===== src/rtl/mem_access_stage.sv =====
// MEM stage: branch resolve, req/ready data-memory FSM, MEM/WB register.
// Define MEM_BYTE_ACCESS_EN for byte/half loads and stores.
module mem_access_stage #(
  parameter int XLEN = 32
) (
  input  logic            clk,
  input  logic            reset,
  input  logic            RegWrite_in,
  input  logic            MemToReg_in,
  input  logic            MemRead_in,
  input  logic            MemWrite_in,
  input  logic            Branch_in,
  input  logic            Jump_in,
  input  logic [XLEN-1:0] branch_target_in,
  input  logic [XLEN-1:0] alu_result_in,
  input  logic [XLEN-1:0] write_data_in,
  input  logic [4:0]      rd_in,
  input  logic            zero_in,
  input  logic [2:0]      funct3_in,
  output logic            pc_src,
  output logic [XLEN-1:0] pc_target,
  output logic            mem_stall,
  output logic            dmem_req,
  output logic            dmem_we,
  output logic [XLEN-1:0] dmem_addr,
  output logic [XLEN-1:0] dmem_wdata,
  output logic [3:0]      dmem_wstrb,
  input  logic [XLEN-1:0] dmem_rdata,
  input  logic            dmem_ready,
  output logic            RegWrite_out,
  output logic            MemToReg_out,
  output logic [XLEN-1:0] read_data_out,
  output logic [XLEN-1:0] alu_result_out,
  output logic [4:0]      rd_out
);

  typedef enum logic [1:0] {
    IDLE,
    ACCESS,
    DONE
  } state_t;

  state_t            state;
  state_t            state_n;
  logic              mem_op;
  logic [3:0]        wstrb_d;
  logic [XLEN-1:0]   wdata_d;
  logic [XLEN-1:0]   ld_fmt;
  logic [XLEN-1:0]   rdata_q;

  assign pc_src    = (Branch_in & zero_in) | Jump_in;
  assign pc_target = branch_target_in;
  assign mem_op    = MemRead_in | MemWrite_in;

`ifdef MEM_BYTE_ACCESS_EN
  logic [XLEN-1:0] ld_shift;
  logic [7:0]      ld_byte;
  logic [15:0]     ld_half;

  assign ld_shift = dmem_rdata >> {alu_result_in[1:0], 3'b000};
  assign ld_byte  = ld_shift[7:0];
  assign ld_half  = alu_result_in[1] ? dmem_rdata[31:16]
                                     : dmem_rdata[15:0];

  // Store lane strobes and replicated store data
  always_comb begin
    wstrb_d = 4'b1111;
    wdata_d = write_data_in;
    case (funct3_in)
      3'b000: begin
        wstrb_d = 4'b0001 << alu_result_in[1:0];
        wdata_d = {4{write_data_in[7:0]}};
      end
      3'b001: begin
        wstrb_d = 4'b0011 << {alu_result_in[1], 1'b0};
        wdata_d = {2{write_data_in[15:0]}};
      end
      default: ;
    endcase
  end

  // Load lane select and sign/zero extension
  always_comb begin
    ld_fmt = dmem_rdata;
    case (funct3_in)
      3'b000:  ld_fmt = {{24{ld_byte[7]}}, ld_byte};
      3'b001:  ld_fmt = {{16{ld_half[15]}}, ld_half};
      3'b100:  ld_fmt = {24'd0, ld_byte};
      3'b101:  ld_fmt = {16'd0, ld_half};
      default: ;
    endcase
  end
`else
  logic unused_funct3;

  assign unused_funct3 = ^funct3_in;
  assign wstrb_d       = 4'b1111;
  assign wdata_d       = write_data_in;
  assign ld_fmt        = dmem_rdata;
`endif

  // State register
  always_ff @(posedge clk) begin
    if (reset) state <= IDLE;
    else       state <= state_n;
  end

  // Next-state logic
  always_comb begin
    state_n = state;
    case (state)
      IDLE:    if (mem_op) state_n = ACCESS;
      ACCESS:  if (dmem_ready) state_n = DONE;
      DONE:    state_n = IDLE;
      default: state_n = IDLE;
    endcase
  end

  // Stall while a memory op waits to issue or is outstanding
  always_comb begin
    mem_stall = 1'b0;
    case (state)
      IDLE:    mem_stall = mem_op;
      ACCESS:  mem_stall = 1'b1;
      default: mem_stall = 1'b0;
    endcase
  end

  // Bus request registers and load-data latch
  always_ff @(posedge clk) begin
    if (reset) begin
      dmem_req   <= 1'b0;
      dmem_we    <= 1'b0;
      dmem_addr  <= '0;
      dmem_wdata <= '0;
      dmem_wstrb <= 4'b0000;
      rdata_q    <= '0;
    end else if (state == IDLE && mem_op) begin
      dmem_req   <= 1'b1;
      dmem_we    <= MemWrite_in;
      dmem_addr  <= {alu_result_in[XLEN-1:2], 2'b00};
      dmem_wdata <= wdata_d;
      dmem_wstrb <= wstrb_d;
    end else if (state == ACCESS && dmem_ready) begin
      dmem_req <= 1'b0;
      rdata_q  <= dmem_we ? '0 : ld_fmt;
    end
  end

  // MEM/WB register; bubble while stalled
  always_ff @(posedge clk) begin
    if (reset) begin
      RegWrite_out   <= 1'b0;
      MemToReg_out   <= 1'b0;
      read_data_out  <= '0;
      alu_result_out <= '0;
      rd_out         <= 5'd0;
    end else if (mem_stall) begin
      RegWrite_out <= 1'b0;
      MemToReg_out <= 1'b0;
    end else begin
      RegWrite_out   <= RegWrite_in;
      MemToReg_out   <= MemToReg_in;
      read_data_out  <= (state == DONE) ? rdata_q : '0;
      alu_result_out <= alu_result_in;
      rd_out         <= rd_in;
    end
  end

endmodule


===== config.mk =====
export PLATFORM = sky130hd
export DESIGN_NAME = mem_access_stage
export DESIGN_NICKNAME = d
export VERILOG_FILES = /design/src/rtl/mem_access_stage.sv
export SDC_FILE = /design/constraint.sdc
export NUM_CORES = 1
export LEC_CHECK = 0
export BUFFER_PORTS_ARGS = -buffer_cell sky130_fd_sc_hd__buf_2
export CORE_AREA = 2 2 147 149
export DETAILED_ROUTE_END_ITERATION = 8
export DIE_AREA = 0 0 149 151
export PLACE_DENSITY = 0.67
export SETUP_SLACK_MARGIN = 0.1
export SLEW_MARGIN = 10
export SYNTH_ARGS = -nofsm -noshare
export SYNTH_HDL_FRONTEND = slang
export SYNTH_SLANG_ARGS = --single-unit
export TNS_END_PERCENT = 1

===== constraint.sdc =====
create_clock -name clk -period 2.6 [get_ports clk]
set_input_delay 0.26 -clock clk [delete_from_list [all_inputs] [get_ports clk]]
set_output_delay 0.26 -clock clk [all_outputs]
set_load 0.1 [all_outputs]

# Word level (Yosys, flattened, before mapping)
# Index checks and enable logic that the tools add are counted.
[totals]
reg_bits = 170
word_cells = 35
out_inout_bits = 175
[classes]
n_eq_ne = 4
bitwise = 4
reduce_logical = 7
muxes = 8
[ops]
columns = ["cell", "n"]
rows = [
  ["32-bit two-way mux", 2],
  ["2-bit two-way mux", 2],
  ["2-bit != test, second input constant", 2],
  ["2-bit one-hot mux with 2 select lines", 1],
  ["2-bit AND reduction", 2],
  ["2-bit by 1-bit equality test with 1-bit output, second input constant", 1],
  ["2-bit equality test, second input constant", 1],
  ["1-bit logical AND", 2],
  ["2-bit zero test", 1],
  ["1-bit two-way mux", 2],
  ["1-bit OR", 2],
  ["1-bit one-hot mux with 2 select lines", 1],
  ["2-bit nonzero test", 1],
  ["2-bit OR reduction", 1],
  ["1-bit AND", 1],
  ["1-bit inverter", 1],
]

# Depth between registers and ports, before layout
[depth]
depth_word = 4
ltp_mapped = 5
depth_no_buf = 3

# Least setup slack after synthesis
# OpenSTA, ideal clock, no wires.
[synth_timing]
path_kind = "register -> output"
startpoint = "register state[0]"
endpoint = "output port mem_stall"
path_stages_with_launch = 3
setup_slack_ns = 0.594
arrival_time_ns = 1.746
required_ns = 2.340
cell_sequence = "dfxtp_1 -> nor3_2 -> nor2_1"
[synth_via]
elab_chain_len = 2
word_cells_on_any_way = 3
cone_classes = "eq/ne (1); mux (1); reduce/logical (1)"
[synth_rtl]
columns = ["element", "line", "source"]
rows = [
  ["start, declared", "43", "state_t state;"],
  ["start signal, assigned", "105", "else state <= state_n;"],
  ["2-bit by 1-bit equality test with 1-bit output / 2-bit zero test (equally long branches)", "122", "case (state)"],
  ["1-bit one-hot mux with 2 select lines *", "122", ""],
  ["end, declared", "22", "output logic mem_stall,"],
]
# Mark *: on every way between the ends. The rest lies on a longest branch, timed or not.

# Worst setup path after layout
# Ends and elaborated chain as after synthesis.

==> load_flow_metrics.sql <==
INSERT INTO impl_metrics (metric_group, metric, value, unit) VALUES
('worst_hold_path', 'hold_class', 'primary input to register', ''),
('setup_path', 'worst_endpoint_data_arrival_time', '1.66', 'ns'),
('synth', 'postSynth.topFlopCell', 'dfxtp_1', ''),
('place', 'dp_worst_setup_slack', '0.702', 'ns'),
('floorplan', 'die_x', '149', 'µm'),
('synth', 'yosys.area.top_type', 'dfxtp_1', ''),
('final_layout', 'fill_cells', '2154', ''),
('final_layout', 'area_growth_syn_to_layout', '30.1', '%'),
('clock_network', 'clkSlewWorstSetupHoldPaths', '0.08', 'ns'),
('setup_path', 'setup.reg_to_reg.worst_slack', '0.70', 'ns'),
('setup_path', 'critPathMaxFanout', '7', ''),
('place', 'finalWeightedCongestion', '0.745', ''),
('global_routing', 'grt_max_degree', '65', ''),
('worst_hold_path', 'min_from', 'alu_result_in[0]', ''),
('clock_network', 'postCtsSetupRepairBufs', '0', ''),
('synth', 'yosysWarnings', '0', ''),
('run_status', 'status', 'completed', ''),
('detailed_routing', 'detailroute.wirelength.met2', '8600', 'µm'),
('floorplan', 'chipHeight', '151', 'µm'),
('timing', 'timing_limited_maximum_frequency', '520', 'MHz'),
('floorplan', 'std_cell_rows', '53', ''),
('detailed_routing', 'drtAntennaViolNets', '0', ''),
('detailed_routing', 'vias_per_cell', '4.86', ''),
('synth', 'synthesis.instances', '645', ''),
('clock_network', 'cts-resized-gates', '0', ''),
('worst_hold_path', 'min_delay_worst_endpoint', 'alu_result_out[0]', ''),
('timing', 'worst_slack', '0.678', 'ns'),
('setup_path', 'timing.critical_path.slowest_stage_cell', 'dfxtp_1', ''),
('detailed_routing', 'per_cell_routed_wire_length', '16.1', 'µm'),
('timing', 'period_needed', '1.92', 'ns'),
('setup_path', 'worst_path_largest_cell_delay', '0.54', 'ns'),
('final_layout', 'insertedDiodeCount', '0', ''),
('clock_network', 'clock_latency', '0.42', 'ns'),
('place', 'dp_hpwl', '11800', 'µm'),
('clock_network', 'cts_tree', 'built', ''),
('power', 'leakage', '0.00359', 'µW'),
('clock_network', 'cts_buffers', '17', ''),
('final_layout', 'layout_cells_sized_above_1', '0.363', ''),
('clock_network', 'clock_tree_root_driver_cell', 'clkbuf_16', ''),
('setup_path', 'timing.critical_path.to_type', 'primary output', ''),
('power', 'peakVddDrop', '0.497', 'mV'),
('clock_network', 'clock_path_buffers', '2', ''),
('floorplan', 'design.portCount', '321', ''),
('detailed_routing', 'top_layer', 'met4', ''),
('clock_network', 'cts-htree-levels', '4', ''),
('detailed_routing', 'route.vias.total', '5453', ''),
('timing', 'timing.clock.skew', '0.00808', 'ns'),
('place', 'placement.io_buffers', '251', ''),
('detailed_routing', 'first_pass_iters', '4', ''),
('synth', 'post_synth.cell_area_avg', '9.56', 'µm²'),
('synth', 'synth_area', '6170', 'µm²'),
('global_routing', 'vias_in_the_first_global_route', '5264', ''),
('timing', 'fin_setup_tns', '0', 'ns'),
('global_routing', 'grt_pass1_wl', '27900', 'µm'),
('setup_path', 'rr_endpoint', 'alu_result_out[19]', ''),
('timing', 'slew_headroom', '0.366', ''),
('synth', 'ys_types', '25', ''),
('setup_path', 'timing.reg2reg.worst_path_depth', '3', ''),
('floorplan', 'core', '20800', 'µm²'),
('setup_path', 'crit_required', '2.34', 'ns'),
('setup_path', 'worstPathCellList', 'nor3_2 -> nor2_1 -> buf_2', ''),
('floorplan', 'dieArea', '22500', 'µm²'),
('synth', 'synth_seq_cells', '170', ''),
('floorplan', 'floorplan.initialDensity', '0.296', ''),
('setup_path', 'worstSetupPathType', 'register to primary output', ''),
('setup_path', 'crit-reg2reg-launch', 'state[0]', ''),
('timing', 'timing_hold_violations_final', '0', ''),
('synth', 'synth_largest_type_area_fraction', '0.552', ''),
('timing', 'final_min_period_over_clock_period', '0.739', ''),
('detailed_routing', 'post-route-drc-count', '0', ''),
('detailed_routing', 'final_wirelength', '18000', 'µm');
[synth_stat cells, types with 2 or more instances]
cell and count:
dfxtp_1 170, a21oi_1 96, a22o_1 69, nand3_1 62, o21ai_1 61, buf_4 39
nand2_1 33, nand3b_1 33, clkbuf_1 30, buf_2 28, nor2_1 6, and2_1 2
buf_1 2, nor3_2 2, o21ai_0 2
[report_power, final]
group | total [µW] | internal, µW | switching [µW]
combinational | 1610 | 303 | 1310
clock | 2590 | 1320 | 1270
sequential | 2810 | 2740 | 70.3
[worst max-delay path: cells and delay by family, from the launching register on]
| family | cells | cell delay (ns) |
|---|---|---|
| flops | 1 | 0.54 |
| buf+inv | 1 | 0.46 |
| simple gates | 2 | 0.24 |
[layout by cell type (no fill, tap or decap), drive strengths merged]
cell and n:
buf 267, dfxtp 170, a21oi 96, a22o 69, o21ai 63, nand3 62, nand3b 33, nand2 33
clkbuf 17, clkinv 8, inv 8, nor2 6, or2 2, and2 2, conb 2, nor3 2
a21o 1, and3b 1, nor3b 1, o21ba 1, a21boi 1, a22oi 1
[registers in the layout, summed over array words and instances (netlist names)]
signal	cells
alu_result_out	32
dmem_wdata	32
rdata_q	32
read_data_out	32
dmem_addr	30
rd_out	5
state	2
MemToReg_out	1
RegWrite_out	1
dmem_req	1
dmem_we	1
dmem_wstrb	1
[worst max-delay path by stage]
stage	startpoint	endpoint	slack [ns]	cells past startpoint
after global routing	state[0]	alu_result_out[19]	0.52	3
after detailed placement	state[0]	alu_result_out[19]	0.70	3
after CTS	state[0]	mem_stall	0.63	3
after global placement	state[0]	rd_out[2]	0.75	3
final	state[0]	mem_stall	0.68	3
after floorplan	state[0]	mem_stall	0.59	2
[logic make-up after synthesis]
group	count (synthesis)	share of synthesized area
compound gates	232	0.232
buf+inv	100	0.0903
flops	170	0.552
other cells	1	0.000608
simple gates	142	0.125
[per-stage QoR]
step	std cells	total power [µW]	area, µm²	utilization
6_report	1121	7020	8020	0.385
5_1_grt	1121	7310	8020	0.385
4_1_cts	1121	7110	8020	0.385
3_5_place_dp	1089	4500	7410	0.356
3_3_place_gp	1089	4490	7410	0.356
2_1_floorplan	646	4380	6170	-
[routing by layer]
metal	up-vias	track usage
met2	205	0.271
met3	23	0.0536
met5	-	0
met1	2582	0.187
met4	0	0.0443
li1	2643	-
[cell type report]
cell class | count | area [µm²] | share of cell area
inverter | 1 | 3.75 | 0.000468
clock buffer | 17 | 425 | 0.0530
timing repair buffer | 267 | 1420 | 0.177
tap | 275 | 344 | 0.0429
clock inverter | 15 | 191 | 0.0239
sequential | 170 | 3400 | 0.424
multi-input combinational | 376 | 2240 | 0.279
No activity file was read; power rests on OpenSTA's default activity.
